File: src/rtl/card_pkg.sv
// Shared types and default geometry for the memory-game card renderer.
// Used by the card renderer, its symbol generator and the board-level preview.
package card_pkg;

  typedef enum logic [1:0] {
    ST_IDLE    = 2'd0,
    ST_SHRINK  = 2'd1,
    ST_EXPAND  = 2'd2,
    ST_MATCHED = 2'd3
  } card_state_t;

  localparam logic [2:0] SYM_PLUS   = 3'd0;
  localparam logic [2:0] SYM_MINUS  = 3'd1;
  localparam logic [2:0] SYM_CROSS  = 3'd2;
  localparam logic [2:0] SYM_CIRCLE = 3'd3;
  localparam logic [2:0] SYM_HASH   = 3'd4;
  localparam logic [2:0] SYM_SQUARE = 3'd5;
  localparam logic [2:0] SYM_TRI_UP = 3'd6;
  localparam logic [2:0] SYM_TRI_DN = 3'd7;

  localparam int unsigned COORD_W         = 10;
  localparam int unsigned DEF_CARD_W      = 50;
  localparam int unsigned DEF_CARD_H      = 70;
  localparam int unsigned DEF_SYM_SIZE    = 30;
  localparam int unsigned DEF_SYM_T       = 4;
  localparam int unsigned DEF_FLIP_FRAMES = 5;

endpackage

File: src/rtl/card_symbol_gen.sv
// Combinational symbol rasteriser: reports whether (x, y) lies on the selected
// symbol drawn in a SYM_SIZE box centred on (cx, cy).
module card_symbol_gen
  import card_pkg::*;
#(
  parameter int unsigned SYM_SIZE = DEF_SYM_SIZE,
  parameter int unsigned SYM_T    = DEF_SYM_T
) (
  input  logic [9:0] x,
  input  logic [9:0] y,
  input  logic [9:0] cx,
  input  logic [9:0] cy,
  input  logic [2:0] symbol_sel,
  output logic       hit
);

  localparam int HS = int'(SYM_SIZE / 2);
  localparam int QS = int'(SYM_SIZE / 4);
  localparam int TS = int'(SYM_T);
  localparam int TL = TS / 2;

  localparam logic signed [11:0] H_S   = 12'(HS);
  localparam logic signed [11:0] HT_S  = 12'(HS - TS);
  localparam logic signed [11:0] T_S   = 12'(TS);
  localparam logic signed [11:0] BAR_L = 12'(-TL);
  localparam logic signed [11:0] BAR_R = 12'(TS - TL);
  localparam logic signed [11:0] Q_L   = 12'(QS - TL);
  localparam logic signed [11:0] Q_R   = 12'(QS + TS - TL);
  localparam logic [23:0]        R_OUT2 = 24'(HS * HS);
  localparam logic [23:0]        R_IN2  = 24'((HS - TS) * (HS - TS));

  logic signed [11:0] dx, dy, ax, ay, sum, dif, asum, adif;
  logic [23:0]        d2;
  logic inbox, vbar, hbar, diag, ring, hash_v, hash_h, frame, tri_up, tri_dn;

  // Offsets from the box centre and the primitive shape tests built on them.
  always_comb begin
    dx   = $signed({2'b00, x}) - $signed({2'b00, cx});
    dy   = $signed({2'b00, y}) - $signed({2'b00, cy});
    ax   = (dx < 12'sd0) ? -dx : dx;
    ay   = (dy < 12'sd0) ? -dy : dy;
    sum  = dx + dy;
    dif  = dx - dy;
    asum = (sum < 12'sd0) ? -sum : sum;
    adif = (dif < 12'sd0) ? -dif : dif;
    d2   = 24'($unsigned(ax)) * 24'($unsigned(ax)) + 24'($unsigned(ay)) * 24'($unsigned(ay));

    inbox  = (ax <= H_S) && (ay <= H_S);
    vbar   = (dx >= BAR_L) && (dx < BAR_R);
    hbar   = (dy >= BAR_L) && (dy < BAR_R);
    diag   = (adif < T_S) || (asum < T_S);
    ring   = (d2 > R_IN2) && (d2 <= R_OUT2);
    hash_v = (ax >= Q_L) && (ax < Q_R);
    hash_h = (ay >= Q_L) && (ay < Q_R);
    frame  = (ax > HT_S) || (ay > HT_S);
    tri_up = (ax <<< 1) <= (dy + H_S);
    tri_dn = (ax <<< 1) <= (H_S - dy);
  end

  always_comb begin
    hit = 1'b0;
    case (symbol_sel)
      SYM_PLUS:   hit = inbox && (vbar || hbar);
      SYM_MINUS:  hit = inbox && hbar;
      SYM_CROSS:  hit = inbox && diag;
      SYM_CIRCLE: hit = ring;
      SYM_HASH:   hit = inbox && (hash_v || hash_h);
      SYM_SQUARE: hit = inbox && frame;
      SYM_TRI_UP: hit = inbox && tri_up;
      SYM_TRI_DN: hit = inbox && tri_dn;
      default:    hit = 1'b0;
    endcase
  end

endmodule

File: src/rtl/card_flip_renderer.sv
// One memory-game card: flip/match state machine advanced on frame_tick, plus
// combinational card, symbol and matched-border coverage for the current pixel.
module card_flip_renderer
  import card_pkg::*;
#(
  parameter int unsigned CARD_W      = DEF_CARD_W,
  parameter int unsigned CARD_H      = DEF_CARD_H,
  parameter int unsigned SYM_SIZE    = DEF_SYM_SIZE,
  parameter int unsigned SYM_T       = DEF_SYM_T,
  parameter int unsigned FLIP_FRAMES = DEF_FLIP_FRAMES
) (
  input  logic       clk,
  input  logic       rst,
  input  logic [9:0] x,
  input  logic [9:0] y,
  input  logic [9:0] left,
  input  logic [9:0] top,
  input  logic [2:0] symbol_sel,
  input  logic       frame_tick,
  input  logic       flip_req,
  input  logic       match_set,
  output logic       incard,
  output logic       insymbol,
  output logic       inborder,
  output logic       face_up,
  output logic       busy,
  output logic       flip_done
);

  localparam int unsigned HALF = CARD_W / 2;
  localparam int unsigned STEP = HALF / FLIP_FRAMES;
  localparam int unsigned KW   = $clog2(FLIP_FRAMES + 1);
  localparam logic [KW-1:0] K_LAST = KW'(FLIP_FRAMES);
  localparam logic [KW-1:0] K_ONE  = KW'(1);

  if (((CARD_W % 2) != 0) || ((HALF % FLIP_FRAMES) != 0)) begin : g_bad_params
    $error("card_flip_renderer: CARD_W must be even and CARD_W/2 divisible by FLIP_FRAMES");
  end

  card_state_t   state, state_n;
  logic          face, face_n;
  logic          pending, pending_n;
  logic          match_pend, match_pend_n;
  logic [KW-1:0] k, k_n;
  logic          flip_done_n, busy_n;
  logic          idle_free, accept_match, accept_flip;

  always_ff @(posedge clk) begin
    if (rst) begin
      state      <= ST_IDLE;
      face       <= 1'b0;
      pending    <= 1'b0;
      match_pend <= 1'b0;
      k          <= '0;
      flip_done  <= 1'b0;
      busy       <= 1'b0;
    end else begin
      state      <= state_n;
      face       <= face_n;
      pending    <= pending_n;
      match_pend <= match_pend_n;
      k          <= k_n;
      flip_done  <= flip_done_n;
      busy       <= busy_n;
    end
  end

  // Requests are latched any cycle; geometry only moves on frame_tick.
  always_comb begin
    state_n      = state;
    face_n       = face;
    pending_n    = pending;
    match_pend_n = match_pend;
    k_n          = k;
    flip_done_n  = 1'b0;

    idle_free    = (state == ST_IDLE) && !pending && !match_pend;
    accept_match = match_set && idle_free && face;
    accept_flip  = flip_req && idle_free && !accept_match;

    if (frame_tick) begin
      case (state)
        ST_IDLE: begin
          if (match_pend) begin
            state_n      = ST_MATCHED;
            match_pend_n = 1'b0;
          end else if (pending) begin
            state_n   = ST_SHRINK;
            k_n       = K_ONE;
            pending_n = 1'b0;
          end
        end
        ST_SHRINK: begin
          if (k < K_LAST) begin
            k_n = k + K_ONE;
          end else begin
            face_n  = ~face;
            state_n = ST_EXPAND;
            k_n     = K_LAST - K_ONE;
          end
        end
        ST_EXPAND: begin
          if (k <= K_ONE) begin
            k_n         = '0;
            state_n     = ST_IDLE;
            flip_done_n = 1'b1;
          end else begin
            k_n = k - K_ONE;
          end
        end
        default: ;
      endcase
    end

    if (accept_match) match_pend_n = 1'b1;
    if (accept_flip)  pending_n    = 1'b1;

    busy_n = pending_n || (state_n == ST_SHRINK) || (state_n == ST_EXPAND);
  end

  assign face_up = face;

  logic [9:0]  hw, cx, cy, x_lo;
  logic [10:0] x_hi, y_hi;
  logic        sym_hit, face_shown, near_edge;

  card_symbol_gen #(
    .SYM_SIZE (SYM_SIZE),
    .SYM_T    (SYM_T)
  ) u_sym (
    .x          (x),
    .y          (y),
    .cx         (cx),
    .cy         (cy),
    .symbol_sel (symbol_sel),
    .hit        (sym_hit)
  );

  // Narrowed card rectangle about the fixed vertical centre line.
  always_comb begin
    hw   = 10'(HALF) - 10'(k) * 10'(STEP);
    cx   = left + 10'(HALF);
    cy   = top + 10'(CARD_H / 2);
    x_lo = cx - hw;
    x_hi = {1'b0, cx} + {1'b0, hw};
    y_hi = {1'b0, top} + 11'(CARD_H);

    incard = (hw != 10'd0) && (x >= x_lo) && ({1'b0, x} < x_hi)
             && (y >= top) && ({1'b0, y} < y_hi);

    face_shown = (state == ST_IDLE) || (state == ST_MATCHED);
    insymbol   = incard && face && face_shown && sym_hit;

    near_edge = (x < x_lo + 10'(SYM_T)) || ({1'b0, x} >= x_hi - 11'(SYM_T))
                || (y < top + 10'(SYM_T)) || ({1'b0, y} >= y_hi - 11'(SYM_T));
    inborder  = (state == ST_MATCHED) && incard && near_edge;
  end

endmodule

File: config.mk
export PLATFORM = sky130hd
export DESIGN_NAME = card_flip_renderer
export DESIGN_NICKNAME = d
export VERILOG_FILES = /design/src/rtl/card_pkg.sv /design/src/rtl/card_symbol_gen.sv /design/src/rtl/card_flip_renderer.sv
export SDC_FILE = /design/constraint.sdc
export NUM_CORES = 1
export LEC_CHECK = 0
export CAP_MARGIN = 5
export CELL_PAD_IN_SITES_DETAIL_PLACEMENT = 1
export CELL_PAD_IN_SITES_GLOBAL_PLACEMENT = 2
export CORE_UTILIZATION = 35
export DETAILED_ROUTE_END_ITERATION = 8
export GPL_TIMING_DRIVEN = 0
export PLACE_DENSITY_LB_ADDON = 0.08
export SLEW_MARGIN = 10
export SYNTH_ARGS = -nofsm -noshare
export SYNTH_HDL_FRONTEND = slang
export SYNTH_SLANG_ARGS = --single-unit
File: constraint.sdc
create_clock -name clk -period 28 [get_ports clk]
set_input_delay 8.4 -clock clk [delete_from_list [all_inputs] [get_ports clk]]
set_output_delay 8.4 -clock clk [all_outputs]
set_load 0.01 [all_outputs]
-- Word level (Yosys, flattened, before mapping)
Index checks and enable logic that the tools add are counted.
W data, S select, Z words.
- register bits: 10
- bits in latches: 0
- RAM bits: 0
- memory bits (read-only): 0
- output and inout bits: 6
- memories: 0
- add/subtract/negate cells: 23
- multiply operators: 3
- divide/modulo/power cells: 0
- magnitude comparators: 32
- equality and inequality tests: 14
- shifts and indexed selects: 0
- mux-type cells: 24
- bitwise gates (word level): 4
- reduce and logical (&&, ||, !) cells: 51
- operators with widths (operator ; number):
    $lt A12 B1 Y1 const B ; 4
    $mul A12 B12 Y24 ; 2
    $mux W12 ; 4
    $neg A12 Y12 ; 4
    $logic_and A1 B1 Y1 ; 28
    $add A24 B24 Y24 ; 1
    $ge A12 B2 Y1 const B ; 2
    $ge A12 B4 Y1 const B ; 2
    $gt A12 B5 Y1 const B ; 2
    $gt A24 B7 Y1 const B ; 1
    $le A12 B12 Y1 ; 2
    $le A12 B5 Y1 const B ; 2
    $le A24 B8 Y1 const B ; 1
    $lt A12 B3 Y1 const B ; 2
    $lt A12 B4 Y1 const B ; 2
    $lt A12 B5 Y1 const B ; 2
    $ge A10 B11 Y1 ; 2
    $lt A10 B11 Y1 ; 2
    $sub A10 B10 Y11 ; 2
    $sub A11 B3 Y11 const B ; 2
    $add A10 B3 Y10 const B ; 2
    $ge A10 B10 Y1 ; 2
    $lt A10 B10 Y1 ; 2
    $add A12 B12 Y12 ; 1
    38 further kinds ; 75

-- Longest topological paths before layout
- word-level depth: 11
- depth in mapped cells: 42
- mapped depth without buffers: 41

-- Cells and area by module
Synthesis repeated with hierarchy kept, for this count alone.
- cell total of the unflattened synthesis: 1905
- area total of the unflattened synthesis: 15693.8 µm²
- by module, submodules not included (module ; instances ; cells each ; area an instance (µm²) ; seq. area each (µm²)):
    card_symbol_gen ; 1 ; 1395 ; 11641.2 ; 0.0
    card_flip_renderer ; 1 ; 510 ; 4052.6 ; 200.2

-- Least setup slack after synthesis
No wires, ideal clock.
- kind: input-to-output
- start point: in top[1]
- end point: out insymbol
- arrival: 18.036 ns
- data required time: 19.600 ns
- setup slack: 1.564 ns
- stages on the path: 41
- path through: inv_1 > ha_1 > a21oi_1 > nor2_1 > xnor2_1 > ha_1 > nor3b_1 > a311o_1 > a211oi_2 > ha_1 > inv_1 > or3b_2 > o21ai_0 > xnor2_1 > inv_1 > nand2_1 > inv_1 > fa_1 > [5 not listed] > fa_1 > inv_1 > fa_1 > fa_1 > inv_1 > fa_1 > inv_1 > ha_1 > nor2b_1 > nor2_1 > o32ai_1 > nor4bb_1 > nand4_1 > a211o_1 > nor4_1 > or4bb_1 > nor4_1 > o32a_1
- word-level cells in the longest chain between the ends: 10
- elaborated cells on any way between the ends: 53
- ends and longest elaborated chain (element ; RTL line ; RTL):
    start: declaration ; card_flip_renderer.sv:17 ; input logic [9:0] top,
    $add A10 B6 Y10 ; card_flip_renderer.sv:143 ; cy = top + 10'(CARD_H / 2);
    $sub A10 B10 Y11 ; card_symbol_gen.sv:39 ; dy = $signed({2'b00, y}) - $signed({2'b00, cy});
    $neg A12 Y12 (tied with other cells) ; card_symbol_gen.sv:41 ; ay = (dy < 12'sd0) ? -dy : dy;
    $mux W12 (tied with other cells) ; card_symbol_gen.sv:41 ;
    $mul A12 B12 Y24 (tied with other cells) ; card_symbol_gen.sv:46 ; d2 = 24'($unsigned(ax)) * 24'($unsigned(ax)) + 24'($unsigned(ay)) * 24'($unsigned(ay));
    $add A24 B24 Y24 (tied with other cells) ; card_symbol_gen.sv:46 ;
    $gt A24 B7 Y1 (tied with other cells) ; card_symbol_gen.sv:52 ; ring = (d2 > R_IN2) && (d2 <= R_OUT2);
    $logic_and A1 B1 Y1 (on tied branches) ; card_symbol_gen.sv:52, card_symbol_gen.sv:65, card_symbol_gen.sv:67 ;
    $pmux W1 S8 ; card_symbol_gen.sv:62 ; case (symbol_sel)
    $logic_and A1 B1 Y1 (*) ; card_flip_renderer.sv:152 ; insymbol = incard && face && face_shown && sym_hit;
    end: declaration ; card_flip_renderer.sv:23 ; output logic insymbol,
Every way passes the cells marked *; elsewhere a longest branch is shown, timed or not.

-- Final worst setup path
- start point: in left[0]
- end point: out insymbol
- word-level cells in the longest chain between the ends: 10
- elaborated cells on any way between the ends: 54
- ends and longest elaborated chain (element ; RTL line ; RTL):
    start: declaration ; card_flip_renderer.sv:16 ; input logic [9:0] left,
    $add A10 B5 Y10 (*) ; card_flip_renderer.sv:142 ; cx = left + 10'(HALF);
    $sub A10 B10 Y11 / $sub A10 B10 Y10 (equally long branches) ; card_symbol_gen.sv:38, card_flip_renderer.sv:144 ;
    $neg A12 Y12 (tied with other cells) ; card_symbol_gen.sv:40 ; ax = (dx < 12'sd0) ? -dx : dx;
    $mux W12 (tied with other cells) ; card_symbol_gen.sv:40 ;
    $mul A12 B12 Y24 (tied with other cells) ; card_symbol_gen.sv:46 ;
    $add A24 B24 Y24 (tied with other cells) ; card_symbol_gen.sv:46 ;
    $gt A24 B7 Y1 (tied with other cells) ; card_symbol_gen.sv:52 ;
    $logic_and A1 B1 Y1 (on tied branches) ; -- ;
    $pmux W1 S8 / $logic_and A1 B1 Y1 (equally long branches) ; card_symbol_gen.sv:62, card_flip_renderer.sv:152 ;
    $logic_and A1 B1 Y1 (*) ; card_flip_renderer.sv:152 ;
Marks and branches as above.

==> summary.txt <==
Status
  • Status: finished, final reports clean

Setup path
  • Critical Path Start Type: input port
  • CP Max Fanout: 10
  • Critical path arrival: 19.25 ns
  • Critical Path RT: 19.60 ns
  • Crit Path Class: input port to primary output
  • Slowest stage delay, CP: 0.57 ns
  • Reg-to-reg startpoint: k[1]$_SDFFE_PP0P_
  • CP dominant cell by count: fa_1
  • Critical Path Start: left[0]
  • CP Capture Type: primary output
  • Slowest CP cell: clkdlybuf4s50_1

STA
  • Fin crit period: 27.65 ns
  • Worst-margin pin slew: 0.915 ns
  • Hold_ws: 0.558 ns
  • Setup violations, final: 0
  • Slew headroom: 38.7%
  • Final Hold Fails: 0
  • Tcrit/Tclk final: 98.8%
  • Worst Skew: 0.00220 ns
  • Fmax: 36.2 MHz
  • Setup ws final: 0.345 ns
  • Slew Limit Fails: 0

Die
  • Core outline area: 0.0442 mm2
  • Die H: 214 um
  • Row cnt: 77
  • Num ports: 54
  • Initial Util: 35.5%
  • Die width: 214 um
  • Die ar.: 0.0457 mm2

Yosys
  • Compound-cell area share of the yosys netlist: 15.0%
  • Dominant synthesized flop cell: dfxtp_1
  • Synthesis-stage register bit count: 10
  • Instance count of the mapped netlist: 1913
  • Cell taking the most area after synthesis: fa_1
  • Post-synthesis simple-gate area fraction: 16.1%
  • Synth area leaders: fa_1 27%, ha_1 22%, inv_1 9.4%
  • Synth cell types: 96
  • Syn avg cell area: 8.21 um2
  • Multiplexer area fraction after synthesis: 0.486%
  • Largest family of logic cells by synthesized area: adder cells
  • Mapped cell area: 0.0157 mm2
  • EDFF count, synth: 0
  • Ys Warns: 0
  • Sequential-to-total area share from yosys stat: 1.28%
  • Synth Area in Adders: 49.2%
  • Post-Synth XOR/XNOR Area: 7.27%
  • Share of the synthesized area in the top cell type: 26.8%
  • Ys async rst share: 0%

GRT
  • Largest net degree at the start of global routing: 13
  • GRT overflow: 0
  • Antenna violations before repair: 0
  • GRT Overall Usage: 21.2%
  • First-pass GRT wire length: 75.9 mm
  • Vias in the first global route: 14.4k

Route
  • Final ANT Viol Nets: 0
  • WL per Instance: 18.2 um
  • Number of iterations in the first detailed-routing pass: 5
  • Vias: 13.5k
  • Post-Route WL: 48.0 mm
  • Drc violations: 0
  • Vias/cell: 5.12
  • Drt first-iter violations: 455

Cells and area
  • Layout cells sized above 1: 8.96%
  • Layout area overhead: 15.1%
  • Most frequent cells in the layout: 384 x inv_1, 271 x ha_1, 209 x fa_1
  • Multi-input gate area: 0.0146 mm2
  • Commonest non-fill, non-tap cell in the layout: inv_1
  • Final core utilization: 40.8%
  • Fill cell count: 5299
  • Register area: 200 um2
  • Antenna diodes: 0
  • Nets@finish: 2584

Flow run
  • Max Cap Violations: 0

CTS
  • Clk Latency, worst-skew pair: 0.24 ns
  • H-tree levels: 1
  • Post-CTS Hold Fix Bufs: 0
  • CTS Buf Count: 3
  • Reg clk slew, reported paths: 0.04 ns
  • Num Clock Sinks: 10
  • TritonCTS clock tree: done
  • Clk root buf: clkbuf_16
  • Clk buf depth: 2

Hold path
  • Hold Crit Class: register to register
  • Hold_sp: pending$_SDFF_PP0_

Placed design
  • Hpwl dp: 41.4 mm
  • Final RePlAce weighted congestion: 0.853
  • Pre-CTS setup slack: -3.00 ns
  • I/O Buffers: 47
flip-flops by register name, indices dropped and copies added (netlist names):
register    cells
k               3
busy            1
state           2
flip_done       1
match_pend      1
pending         1
face_up         1
what timing repair did:
item / CTS / global route
buffers inserted: 15 / 20
setup endpoints to repair: 1 / 1
gates resized for setup: 64 / 63
pin swaps: 12 / 20
worst paths after layout:
kind	cells past startpoint	to	slack [ns]
max	42	insymbol	0.35
min reg2reg	1	pending$_SDFF_PP0_	0.56
min	1	pending$_SDFF_PP0_	0.56
max reg2reg	8	busy$_SDFF_PP0_	25.60
cell usage after synthesis (5+ instances only):
master       n
a21o_1      32
o21a_1      16
nand2_1    108
nor2b_1     23
o211ai_1    12
inv_1      393
or3_1        9
o21ba_2      5
fa_1       210
nand2b_1    21
ha_1       281
o31a_1       6
nand3b_1     5
xor2_1      28
a211o_1      7
nor2_1     148
or4_1        5
o21ai_0     58
a31oi_1     12
nand3_1     38
o31ai_1      8
nor3b_1     11
a2111oi_0    8
inv_2        6
nor4_1      18
a22oi_1      6
dfxtp_1     10
o21bai_1    12
xnor2_2      6
and3_1      16
o2111ai_1    9
clkbuf_1    22
a211oi_1    11
xnor2_1     88
nor3_1      38
and2_1       6
or2_2       13
nand4b_1     5
nand4_1     18
a21oi_1     81
mux2_2       5
routing by layer:
layer	global-route usage, %	vias up	share of wire, %
met5	0	-	0
met4	3.28	0	1.9
met3	0.586	35	1.5
met2	40.1	131	51
met1	27.2	6743	46
li1	-	6572	-
cell type report:
type,instances,area share (%)
inverters,404,8.60
plain buffers,27,0.783
flip-flops and latches,10,1.11
clock buffers,3,0.416
well taps,592,4.10
multi-input cells,1516,80.9
repair buffers,83,4.10
critical path: cells and delay by family:
| kind | cells | cell delay (ns) |
|---|---|---|
| fa+ha+maj | 10 | 4.41 |
| buf+inv | 12 | 1.88 |
| simple gates | 9 | 2.28 |
| compound gates | 9 | 1.85 |
| xor+xnor | 2 | 0.39 |
through the flow:
| stage | cell area, um2 | std cells | setup TNS (ns) |
|---|---|---|---|
| after detailed placement | 17100 | 2601 | -3.00 |
| after global routing | 18100 | 2635 | -0.0454 |
| after global placement | 17100 | 2600 | -3.02 |
| final | 18100 | 2635 | 0 |
| after floorplan | 15900 | 1961 | 0 |
| after CTS | 17600 | 2617 | 0 |
logic make-up (layout without fill, tap and decap cells):
family	Yosys count	in the layout
AO/OA/AOI/OAI	342	342
XOR/XNOR	123	123
adder cells (fa/ha/maj)	491	491
buffers and inverters	435	517
flip-flops	10	10
multiplexers	7	7
other	2	50
AND/OR/NAND/NOR	503	503
Power is left out: the tool's default activity adds up to more than one toggle a clock period on the data nets, which glitch-free logic cannot reach.
